**config.mk**
```make
export PLATFORM = sky130hd
export DESIGN_NAME = abc_sweep_sequencer
export DESIGN_NICKNAME = d
export VERILOG_FILES = /design/src/rtl/abc_sweep_sequencer.sv
export SDC_FILE = /design/constraint.sdc
export NUM_CORES = 1
export LEC_CHECK = 0
export ABC_CLOCK_PERIOD_IN_PS = 4300
export BUFFER_PORTS_ARGS = -buffer_cell sky130_fd_sc_hd__buf_4
export CAP_MARGIN = 20
export CORE_UTILIZATION = 35
export CTS_CLUSTER_DIAMETER = 150
export DETAILED_ROUTE_END_ITERATION = 8
export HOLD_SLACK_MARGIN = 0.1
export MAX_ROUTING_LAYER = met4
export SYNTH_ARGS = -nofsm -noshare
export SYNTH_HDL_FRONTEND = slang
export SYNTH_SLANG_ARGS = --single-unit
```
**constraint.sdc**
```tcl
create_clock -name clk -period 4.3 [get_ports clk]
set_input_delay 0.215 -clock clk [delete_from_list [all_inputs] [get_ports clk]]
set_output_delay 0.215 -clock clk [all_outputs]
set_load 0.02 [all_outputs]
```
**src/rtl/abc_sweep_sequencer.sv**
```systemverilog
// Stimulus sequencer for the 3-in/2-out lab block: walks {a,b,c} through 000..111,
// holding each pattern DWELL cycles and capturing {x,y} on the last cycle of each dwell.
module abc_sweep_sequencer #(
   parameter int DWELL = 10,
   parameter int CNT_W = 4
) (
   input  logic        clk,
   input  logic        rst,
   input  logic        start,
   input  logic        abort,
   output logic        a,
   output logic        b,
   output logic        c,
   input  logic        x_in,
   input  logic        y_in,
   output logic        busy,
   output logic        done,
   output logic [2:0]  pattern_idx,
   output logic [15:0] result
);

   typedef enum logic [1:0] {IDLE, DRIVE, DONE} state_t;

   localparam logic [CNT_W-1:0] CNT_LAST = CNT_W'(DWELL - 1);

   state_t           state_q, state_d;
   logic [CNT_W-1:0] cnt_q, cnt_d;
   logic [2:0]       idx_q, idx_d;
   logic [15:0]      result_q, result_d;
   logic             busy_q, busy_d;
   logic             done_q, done_d;

   always_ff @(posedge clk) begin
      if (rst) begin
         state_q  <= IDLE;
         cnt_q    <= '0;
         idx_q    <= '0;
         result_q <= '0;
         busy_q   <= 1'b0;
         done_q   <= 1'b0;
      end else begin
         state_q  <= state_d;
         cnt_q    <= cnt_d;
         idx_q    <= idx_d;
         result_q <= result_d;
         busy_q   <= busy_d;
         done_q   <= done_d;
      end
   end

   // busy/done are computed from the next state so the flops line up with the state register
   always_comb begin
      state_d  = state_q;
      cnt_d    = cnt_q;
      idx_d    = idx_q;
      result_d = result_q;
      busy_d   = 1'b0;
      done_d   = 1'b0;
      case (state_q)
         IDLE: begin
            if (start && !abort) begin
               state_d  = DRIVE;
               cnt_d    = '0;
               idx_d    = '0;
               result_d = '0;
               busy_d   = 1'b1;
            end
         end
         DRIVE: begin
            busy_d = 1'b1;
            if (abort) begin
               state_d = IDLE;
               cnt_d   = '0;
               idx_d   = '0;
               busy_d  = 1'b0;
            end else if (cnt_q == CNT_LAST) begin
               result_d[{idx_q, 1'b0} +: 2] = {x_in, y_in};
               cnt_d = '0;
               if (idx_q == 3'd7) begin
                  state_d = DONE;
                  busy_d  = 1'b0;
                  done_d  = 1'b1;
               end else begin
                  idx_d = idx_q + 3'd1;
               end
            end else begin
               cnt_d = cnt_q + CNT_W'(1);
            end
         end
         DONE: begin
            state_d = IDLE;
         end
         default: begin
            state_d = IDLE;
         end
      endcase
   end

   assign {a, b, c}   = idx_q;
   assign pattern_idx = idx_q;
   assign busy        = busy_q;
   assign done        = done_q;
   assign result      = result_q;

endmodule

```
---- Yosys cells after proc, flatten, opt, wreduce, memory -nomap -nowiden ----
Cells that the tools add are included.
storage, ports and cells
  memories kept ........................... 0
  flip-flop bits (word level) ............. 27
  latch bits .............................. 0
  RAM bits ................................ 0
  ROM bits ................................ 0
operators by class
  $lt $le $gt $ge ......................... 0
  div/mod/pow operators ................... 0
  add/sub/neg operators ................... 3
  multipliers ............................. 0
  shift-type cells ........................ 2
  reductions and logical operators ........ 9
  bitwise gates (word level) .............. 2
  mux-type cells .......................... 25
  eq/ne operators ......................... 9
operator list
  cell                                                                     number
  16-bit two-way mux                                                       3
  16-bit case mux with 2 select lines                                      1
  16-bit bitwise mux                                                       1
  2-bit by 6-bit variable shift with 16-bit output (first input constant)  1
  2-bit by 6-bit indexed part select with 16-bit output                    1
  3-bit two-way mux                                                        4
  4-bit two-way mux                                                        3
  3-bit inequality test (second input constant)                            3
  2-bit two-way mux                                                        4
  4-bit case mux with 2 select lines                                       1
  4-bit AND reduction                                                      2
  2-bit inequality test (second input constant)                            3
  4-bit negator with 6-bit output                                          1
  3-bit case mux with 2 select lines                                       1
  1-bit two-way mux                                                        5
  4-bit by 1-bit adder with 4-bit output (second input constant)           1
  4-bit equality test (second input constant)                              1
  2-bit case mux with 2 select lines                                       1
  4-bit OR reduction                                                       1
  3-bit by 1-bit adder with 3-bit output (second input constant)           1
  3-bit equality test (second input constant)                              1
  3-bit AND reduction                                                      1
  2-bit by 1-bit equality test with 1-bit output (second input constant)   1
  2-bit zero test                                                          1
  6 further kinds                                                          7

---- Longest topological paths before layout ----
Gate-level depths: netlist (run 1).
  depth after elaboration ................. 6
  gate-level depth with buffers ........... 8
  mapped depth without buffers ............ 7

---- Worst setup path before layout (run 1) ----
Ideal clock, no wire load.
  path kind ............................... flip-flop to flip-flop
  from .................................... register idx_q[0] (netlist: pattern_idx[0])
  to ...................................... register result_q[2] (netlist: result[2])
  clock period less this slack ............ 1.996 ns
  buffers on the path ..................... 1
  stages on the path, launching flop included .. 8
  arrival time ............................ 1.880 ns
  slack ................................... 2.304 ns
  setup time .............................. 0.117 ns
  path through ............................ dfxtp_1 inv_1 ha_1 ha_1 clkbuf_1 a31oi_1 o21ba_1 a22o_1
on the way
  word-level cells in the longest chain between the ends .. 6
  elaborated cells between the ends (all ways) .. 7
  those cells by class .................... 1 x add/sub; 2 x shift; 4 x mux
ends and longest elaborated chain
  what                                                                                                                              line  text
  start, declared                                                                                                                   28    logic [2:0] idx_q, idx_d;
  start signal, assigned                                                                                                            44    idx_q <= idx_d;
  4-bit negator with 6-bit output *                                                                                                 77    result_d[{idx_q, 1'b0} +: 2] = {x_in, y_in};
  2-bit by 6-bit indexed part select with 16-bit output / 2-bit by 6-bit variable shift with 16-bit output (equally long branches)  77
  16-bit bitwise mux *                                                                                                              77
  16-bit two-way mux *                                                                                                              76    end else if (cnt_q == CNT_LAST) begin
  16-bit two-way mux *                                                                                                              71    if (abort) begin
  16-bit case mux with 2 select lines *                                                                                             59    case (state_q)
  end signal, assigned                                                                                                              45    result_q <= result_d;
  end, declared                                                                                                                     29    logic [15:0] result_q, result_d;
Mark *: on every way between the ends. The rest lies on a longest branch, timed or not. The select of a mux whose other input is x is not followed.
A chain may end at the register's enable or synchronous reset.

---- Final worst setup path (run 1) ----
  from .................................... register idx_q[0] (netlist: pattern_idx[0])
  to ...................................... register result_q[13] (netlist: result[13])
Same word-level chain as after synthesis.

==> impl_results.md, run 1 <==
- Outcome: completed
- Clk root buf: clkbuf_8
- Max-slew violations: 0
- Core Region: 3689 um2
- Sum Neg Setup Slack: 0 ns
- Post-Syn Nets: 170
- Launch point of the worst hold path: y_in
- Final worst-path setup slack: 2.259 ns
- Worst reg2reg startpoint: pattern_idx[0]
- Type of element launching the critical path: flip-flop
- Destination of the worst hold path: result[10]
- Top cell type by total area after synthesis: dfxtp_1
- Fraction of power consumed by combinational cells: 0.079
- Worst R2R End: result[13]
- Global-route wire length before repair: 5037 um
- Detailed-route via count: 1,170
- First-pass iteration count of the detailed router: 4
- Drt drc: 0
- Share of the yosys chip area belonging to registers: 0.3974
- Pin count of the biggest net entering global routing: 25
- Synth Instances: 157
- Netlist Area Pre-Place: 1360 um2
- Clock latency on the worst-skew pair: ~0.27 ns
- Tightest Pin Transition: 0.4586 ns
- Area fraction in compound gates after synthesis: 0.2208
- Crit. End Element: flip-flop
- Data required time of the worst path: 4.46 ns
- Combinational family with the most area after synthesis: compound AO/OA/AOI/OAI gates
- Layout Area Growth over Synthesis: 20.61%
- Setup Buffers After CTS: 0
- Mean instance size in the synthesized netlist: 8.663 um2
- Non-filler instance count after layout: 230
- Worst vdd rail ir drop: 0.1285 mV
- Initial antenna violation count: 0
- Hold buffer count at CTS: 0
- Cell internal power dissipation: 0.3314 mW
- Ratio of total power to cell area: 263.6 nW/um2
- Clock buffers created by TritonCTS: 3
- RSZ-0062 raised after global routing: no
- Die Span X: ~64 um
- Count of input and output buffers: 29
- Sw Share: 0.2335
- Aggregate global-route resource usage: 0.1594
- Worst hold path type: in -> reg
- Sink count of the clock tree: 27
- Max Fanout on Critical Path: 12
- Total wire length: 3010 um
- Xor-xnor portion of the synthesized cell area: 0.01932
- Critical path class: reg -> reg
- Number of global-route vias before repair: 1,139
- Distinct cell type count of the synthesized netlist: 36
- Final Critical Period: 2.041 ns
- Synthesis-stage register bit count: 27
- Yosys warning total: 0
- Ant. Diodes: 0
- Resize count post-CTS: 0
- Count of routing violations after the opening detailed-route iteration: 23
- Number of antenna-violating nets in the routed design: 0
- Longest Clk Path Bufs: 2
- DP Wirelength: 2314 um
- Placed Instances: 226
- Share of the synthesized area in the top cell type: 0.3974
- Largest cells by area after synthesis: dfxtp_1 40%, ha_1 6.4%, inv_1 4.1%
- Register share of total power: 0.592
- Setup slack after placement: 2.299 ns
- GRT busiest layer: met2
- Met2 GRT Util: 0.2947
- Leading cell type in the layout, fill and taps excluded: buf_4
- Area share of and/or/nand/nor cells after synthesis: 0.2162
- R2R cell count: 7
- Met3 track utilization from global routing: 0.02321
- Relative max-transition margin: 0.6943
- Worst hold path depth: 3
- Via/cell ratio: 5.087
- Hold violation total from the final report: 0
- Register-to-register setup slack: 2.26 ns
- Die area: 4139 um2
- Starting Density: 0.3687
- Final-layout fill cell count: 397
- Post-route clock period utilization: 0.4747
- Clock tree from TritonCTS: built
- Number of top-level pins: 30
- Max frequency: 0.4899 GHz
- Die height: 64.34 um
- Routed wire length per instance: 13.09 um
- Fin area: ~1600 um2
- Number of H-tree levels: 1
- Final global-route overflow total: 0
- Clock power share: 0.329
- Commonest cells after routing, fill and taps aside: 29 x buf_4, 27 x dfxtp_1, 15 x inv_1
- Count of final setup violators: 0
- Share of synthesized cell area in full adder, half adder and majority cells: 0.06440
- Met1 routing resource usage after global routing: 0.1766
- Switching component of the power: 0.1010 mW
- Static leakage: between 0.6 and 0.7 nW
- Count of max-cap constraint violations: 0
- Row Count: 22
- Placer Congestion: 0.7914
- Share of cell area taken by muxes after synthesis: 0.008280
- Placed Area: 1594 um2
- Critical path arrival: 2.20 ns
- Final net count: 196
- Clock skew after layout: roughly 0.0083 ns
- Fraction of final layout cells sized beyond drive strength 1: 0.2198
- Clock transition at the registers of the reported paths: 0.09 ns
==> state kept, by name (all words and copies together), names as in the netlist <==
signal	count
cnt_q	4
pattern_idx	3
state_q	2
busy	1
result	16
done	1
==> worst max-delay path by stage <==
stage	startpoint	to	slack (ns)	cells past startpoint
after floorplan	pattern_idx[0]	result[2]	2.30	7
after global placement	pattern_idx[0]	result[13]	2.39	7
after detailed placement	pattern_idx[0]	result[12]	2.30	7
after CTS	pattern_idx[0]	result[12]	2.28	7
after global routing	pattern_idx[0]	result[1]	2.07	7
final	pattern_idx[0]	result[13]	2.26	7
==> area by class of cell <==
type	count	area (um2)	share of cell area
clock inverter	1	5.005	0.003051
sequential	27	540.5	0.3295
inverter	15	56.30	0.03433
timing repair buffer	29	217.7	0.1327
clock buffer	3	41.29	0.02517
multi-input combinational	107	719.4	0.4386
tap	48	60.06	0.03661
==> cell usage after synthesis (all sizes together) <==
| cell | number |
|---|---|
| o21ba | 2 |
| buf | 6 |
| dfxtp | 27 |
| nand3 | 4 |
| ha | 7 |
| a21o | 1 |
| nor3b | 4 |
| xnor2 | 3 |
| nor2b | 3 |
| and2 | 1 |
| a22o | 4 |
| a21oi | 13 |
| nand2 | 11 |
| and3b | 3 |
| a31oi | 5 |
| o21ai | 10 |
| clkbuf | 2 |
| a41oi | 1 |
| and4 | 1 |
| nor3 | 2 |
| a211oi | 3 |
| o32ai | 6 |
| and3 | 5 |
| nor4b | 1 |
| mux2 | 1 |
| inv | 15 |
| nand2b | 2 |
| or3 | 1 |
| nand3b | 1 |
| nor2 | 12 |
==> power by group through the flow <==
stage                     combinational [mW]  sequential (mW)  clock [mW]
after floorplan                       0.0230            0.262           0
after global placement                0.0336            0.261           0
after detailed placement              0.0347            0.262           0
after CTS                             0.0348            0.256       0.147
after global routing                  0.0392            0.256       0.155
final                                 0.0343            0.256       0.142
==> through the flow <==
step / power (mW) / util / hold WS (ns)
6_report: 0.4324 / 0.4447 / 0.2575
5_1_grt: 0.4506 / 0.4447 / 0.2832
4_1_cts: 0.4381 / 0.4447 / 0.2501
3_5_place_dp: 0.2964 / 0.4322 / 0.4656
3_3_place_gp: 0.2951 / 0.4322 / 0.4654
2_1_floorplan: 0.2849 / - / 0.4025
==> critical path, stage by stage (launching register included) <==
cell	delay, ns
dfxtp_1	0.41
inv_1	0.14
ha_1	0.23
ha_1	0.41
nor3b_1	0.37
a21oi_1	0.14
o21ai_0	0.16
a21oi_1	0.08
==> per-layer routing <==
layer	vias up	part of all wire	wire length (um)
met5	-	0	0
met4	0	0.011	34
met3	5	0.030	89
met2	16	0.51	1544
met1	546	0.45	1343
li1	603	-	-
==> cells by family (layout without fill, tap and decap cells) <==
family,count (synthesis),count (layout)
AO/OA/AOI/OAI,45,45
XOR/XNOR,3,3
adder cells (fa/ha/maj),7,7
buffers and inverters,23,48
flip-flops,27,27
AND/OR/NAND/NOR,51,51
multiplexers,1,1
No activity file was read; power rests on OpenSTA's default activity.
==> run 2, diff against run 1 <==
Settings changed: ABC_CLOCK_PERIOD_IN_PS 4300 to 1850.
Clock period 4.3 ns to 1.85 ns, I/O delays scaled along.
==> run 2 against run 1 <==
  * Die area is the same
  * Utilization increased by 2.0 points
  * Routed wire length increased by 4.6%
  * Maximum frequency up 18%
  * Via count rose by 2.9%
  * Setup slack got worse by 2.1 ns
  * Largest cell class unchanged
  * Highest routed layer unchanged
==> impl_results.md, run 2 (same netlist as run 1, synthesis figures left out) <==
- Total wire length: between 3000 and 4000 um
- Max-slew violations: 0
- Critical path arrival: 1.90 ns
- Initial antenna violation count: 0
- Count of input and output buffers: 29
- Placer Congestion: slightly above 0.8
- Final net count: 203
- Pin count of the biggest net entering global routing: 25
- Max frequency: between 0.5 and 0.6 GHz
- Fraction of final layout cells sized beyond drive strength 1: 0.2751
- Ratio of total power to cell area: 587.3 nW/um2
- Worst hold slack: 0.1377 ns
- Final Critical Period: 1.729 ns
- Clock buffers created by TritonCTS: 3
- Core Region: between 3000 and 4000 um2
- Commonest cells after routing, fill and taps aside: 36 x buf_4, 25 x dfxtp_1, 15 x inv_1
- Aggregate global-route resource usage: 0.1666
- Critical path class: reg -> reg
- Crit. End Element: flip-flop
- Number of H-tree levels: 1
- Static leakage: just under 0.7 nW
- Outcome: completed
- Die area: between 4000 and 5000 um2
- Cell breakdown of the critical path: inv_1 > ha_1 > ha_4 > buf_4 > inv_1 > a31oi_1 > nor2_1 > o32ai_1
- Post-route clock period utilization: 0.9344
- Ant. Diodes: 0
- Final global-route overflow total: 0
- Routed wire length per instance: 13.29 um
- Number of top-level pins: 30
- Number of antenna-violating nets in the routed design: 0
- Cell with the biggest individual delay on the critical path: dfxtp_2
- DP Wirelength: 2373 um
- Tightest Pin Transition: 0.3564 ns
- Via/cell ratio: 5.080
- Cell type with the highest occurrence count on the critical path: inv_1
- Layout Area Growth over Synthesis: 26.13%
- Worst hold path type: in -> reg
- Worst vdd rail ir drop: 0.2896 mV
- Clock tree from TritonCTS: built
- Die Span X: approximately 64 um
- Global-route wire length before repair: 5313 um
- Clock latency on the worst-skew pair: 0.27 ns
- Count of routing violations after the opening detailed-route iteration: 48
- Longest Clk Path Bufs: 2
- Drt drc: 0
- Detailed-route via count: between 1k and 1.5k
- Flip-flop count of the largest register, all copies and words added: 16
- Die height: between 60 and 70 um
- Starting Density: 0.3687
- Clk root buf: clkbuf_8
- Leading cell type in the layout, fill and taps excluded: buf_4
- Row Count: 22
- Stage delay of the slowest cell on the critical path: 0.40 ns
- Type of element launching the critical path: flip-flop
- Number of global-route vias before repair: between 1k and 1.5k
- Count of max-cap constraint violations: 0
- Hold buffer count at CTS: 0
- Data required time of the worst path: 2.02 ns
- Register-to-register setup slack: around 0.12 ns
- Total Power Consumption: 1.007 mW
- Top delay family on crit path: adder cells
- Count of buffer and inverter cells on the critical path: 3
- Relative max-transition margin: 0.7590
- Clock skew after layout: 0.005418 ns
- First-pass iteration count of the detailed router: 4
- Count of final setup violators: 0
- Clock transition at the registers of the reported paths: 0.09 ns
- Post-layout utilization of the core: 0.4651
- Sink count of the clock tree: 27
- Hold violation total from the final report: 0
- Max Fanout on Critical Path: 8
-- run 2: cell count changes in the layout (fill, tap and decap cells not counted), sizes merged --
cell / change
buf: +7
-- run 2: final cells by class --
class	instances	area (um2)
fillers	388	1973
multi-input cells	107	739.5
flip-flops and latches	27	543.0
repair buffers	36	270.3
well taps	48	60.06
inverters	15	56.30
clock buffers	3	41.29
clock inverters	1	5.005
-- run 2: timing repair --
action | in CTS | in global routing
setup buffers | 0 | 0
resized for setup | 0 | 4
setup endpoints to repair | 0 | 9
-- run 2: tightest hold or removal path, cell delays in order --
cell,delay [ns]
buf_4,0.08
nand2_1,0.08
o32ai_1,0.10
-- run 2: routing by layer --
metal  share of wire  track usage  wire [um]  vias to the layer above
met2            0.52       0.3145       1652                       13
met3           0.022      0.02143         70                        2
met4          0.0032      0.02778         10                        0
li1                -            -          -                      615
met1            0.45       0.1872       1416                      574
met5               0            -          0                        -
-- run 2: power breakdown --
| group | internal (mW) | switching, mW | total, mW |
|---|---|---|---|
| clock network | 0.151 | 0.177 | 0.328 |
| logic | 0.0357 | 0.0491 | 0.0848 |
| registers | 0.588 | 0.00713 | 0.595 |
| total | 0.774 | 0.234 | 1.01 |
-- run 2: worst paths after layout --
path	start	to	depth (start not counted)
worst min-delay path	y_in	result[14]	3
worst max register to register	pattern_idx[1]	result[10]	8
worst max-delay path	pattern_idx[1]	result[10]	8
worst min register to register	result[14]	result[14]	2
-- run 2: stage by stage --
step                      setup slack (ns)  setup TNS [ns]  cell area, um2  cells
final                               0.1214               0            1715    237
after global routing           -0.00001710     -0.00001710            1715    237
after CTS                          0.07079               0            1695    237
after detailed placement           0.08291               0            1649    233
after global placement              0.1560               0            1649    233
after floorplan                    0.07308               0            1364    157
==> run 3, diff against run 2 <==
Settings changed: ABC_AREA set to 1.
==> run 3 against run 2 <==
  * Routed wire length is 6.9% lower
  * Critical endpoint is now result[7]
  * Largest power group unchanged
  * Worst hold slack got worse by 0.030 ns
  * Die area grew 1.9%
  * Global-route usage decreased by 0.97 points
  * Design area fell by 2.4%
  * Largest cell class unchanged
==> impl_results.md, run 3 <==
- Register-to-register setup slack: about 0.19 ns
- Clock tree from TritonCTS: built
- Fraction of final layout cells sized beyond drive strength 1: 0.2372
- Flip-flop count of the largest register, all copies and words added: 16
- Global-route wire length before repair: between 5000 and 6000 um
- Die Span X: 64.94 um
- Netlist Area Pre-Place: 1386 um2
- Setup slack after placement: ~0.063 ns
- Ant. Diodes: 0
- Largest cells by area after synthesis: dfxtp_1 39%, nand2_1 11%, nand3_1 9.4%
- Resize count post-CTS: 0
- Aggregate global-route resource usage: 0.1569
- Post-route clock period utilization: 0.8981
- Number of H-tree levels: 1
- Drt drc: 0
- Most used flip-flop cell after synthesis: dfxtp_1
- DP Wirelength: 2162 um
- Die height: 64.94 um
- Count of input and output buffers: 29
- RSZ-0062 raised after global routing: no
- Yosys warning total: 0
- Worst hold path depth: 4
- Share of the synthesized area in the top cell type: 0.3899
- Setup Buffers After CTS: 0
- Critical path startpoint: pattern_idx[1]
- Row Count: 22
- Sum Neg Setup Slack: 0 ns
- Commonest cells after routing, fill and taps aside: 39 x nand2_1, 30 x buf_4, 26 x nand3_1
- Ratio of total power to cell area: 633.3 nW/um2
- Detailed-route via count: 1,270
- Distinct cell type count of the synthesized netlist: 26
- Sink count of the clock tree: 27
- Layout Area Growth over Synthesis: 20.76%
- Clk root buf: clkbuf_8
- Worst hold slack: roughly 0.11 ns
- Tightest Pin Transition: 0.3522 ns
- Number of antenna-violating nets in the routed design: 0
- Synthesis-stage register bit count: 27
- Worst vdd rail ir drop: 0.2854 mV
- Cell with the most instances after synthesis: nand2_1
- Initial antenna violation count: 0
- Post-layout utilization of the core: 0.4505
- Worst hold path type: in -> reg
- Clock skew after layout: 0.009407 ns
- Final worst-path setup slack: 0.1884 ns
- Critical path class: reg -> reg
- Data required time of the worst path: 2.00 ns
- Crit. End Element: flip-flop
- R2R cell count: 8
- Static leakage: 0.7125 nW
- Routed wire length per instance: 11.14 um
- Worst R2R End: result[7]
- Count of final setup violators: 0
- Critical path arrival: 1.81 ns
- First-pass iteration count of the detailed router: 4
- Placer Congestion: 0.8085
- Hold violation total from the final report: 0
- Core Region: 3716 um2
- Post-Syn Nets: 201
- Outcome: completed
- Max frequency: roughly 0.6 GHz
- Total Power Consumption: 1.060 mW
- Fraction of registers with async set or reset after synthesis: 0
- Final Critical Period: 1.662 ns
- Clock transition at the registers of the reported paths: ~0.10 ns
- Starting Density: 0.3731
- Number of top-level pins: 30
- Mean instance size in the synthesized netlist: 7.374 um2
- Synth cell count leaders: 39 x nand2_1, 27 x dfxtp_1, 26 x nand3_1, 19 x inv_1, 18 x a21oi_1
- Synth Instances: 188
- Relative max-transition margin: 0.7641
- Longest Clk Path Bufs: 2
- Final global-route overflow total: 0
- Clock buffers created by TritonCTS: 3
- Max Fanout on Critical Path: 6
- Die area: 4217 um2
- Clock latency on the worst-skew pair: 0.27 ns
- Launch point of the worst hold path: abort
- Top cell type by total area after synthesis: dfxtp_1
- Number of global-route vias before repair: 1,159
- Number of synthesized flops with an enable pin: 0
- Final net count: about 230
- Worst reg2reg startpoint: pattern_idx[1]
- Hold buffer count at CTS: 0
- Destination of the worst hold path: pattern_idx[1]
- Count of routing violations after the opening detailed-route iteration: 34
- Share of the yosys chip area belonging to registers: 0.3899
- Pin count of the biggest net entering global routing: 25
- Count of max-cap constraint violations: 0
- Type of element launching the critical path: flip-flop
- Total wire length: 2931 um
- Max-slew violations: 0
- Leading cell type in the layout, fill and taps excluded: nand2_1
- Via/cell ratio: a little under 5
[run 3: area by class of cell]
type	count	area (um2)
fill	413	2042
inverter	22	82.58
clock buffer	4	45.04
sequential	27	545.5
multi-input combinational	132	715.7
tap	48	60.06
timing repair buffer	30	225.2
[run 3: how the worst max path moves through the flow]
| stage | to | cells after the start | slack, ns |
|---|---|---|---|
| after floorplan | result[0] | 9 | 0.08 |
| after global placement | result[1] | 9 | 0.13 |
| after detailed placement | result[1] | 9 | 0.06 |
| after CTS | result[1] | 9 | 0.05 |
| after global routing | result[5] | 11 | 0.01 |
| final | result[7] | 8 | 0.19 |
[run 3: metrics by stage]
| step | std cells | cell area (um2) |
|---|---|---|
| detailed placement | 259 | 1620 |
| global route | 263 | 1674 |
| finish | 263 | 1674 |
| CTS | 263 | 1665 |
| global placement | 259 | 1620 |
| floorplan | 188 | 1388 |
[run 3: routing by layer]
metal	vias to the layer above	track usage	share of wire	wire length, um
met5	-	-	0	0
met4	0	0.05000	0.0096	28
met3	2	0.01585	0.030	89
met2	24	0.2487	0.47	1364
met1	576	0.2083	0.49	1448
li1	668	-	-	-
[run 3: critical path, stage by stage (launching register included)]
cell	delay (ns)
dfxtp_4	0.38
inv_1	0.05
ha_1	0.21
ha_2	0.38
inv_1	0.08
nor2_1	0.18
o21ai_0	0.13
nand2_1	0.08
a21oi_1	0.05
[run 3: cells by family after synthesis]
logic type,Yosys count,share of synthesized area
AO/OA/AOI/OAI,28,0.1083
XOR/XNOR,2,0.01264
AND/OR/NAND/NOR,95,0.3285
buffers and inverters,29,0.09747
flip-flops,27,0.3899
adder cells (fa/ha/maj),7,0.06317
[run 3: where the power goes]
part / total [mW] / internal (mW) / switching [mW]
clock network: 0.334 / 0.154 / 0.180
registers: 0.595 / 0.588 / 0.00692
logic: 0.132 / 0.0420 / 0.0900
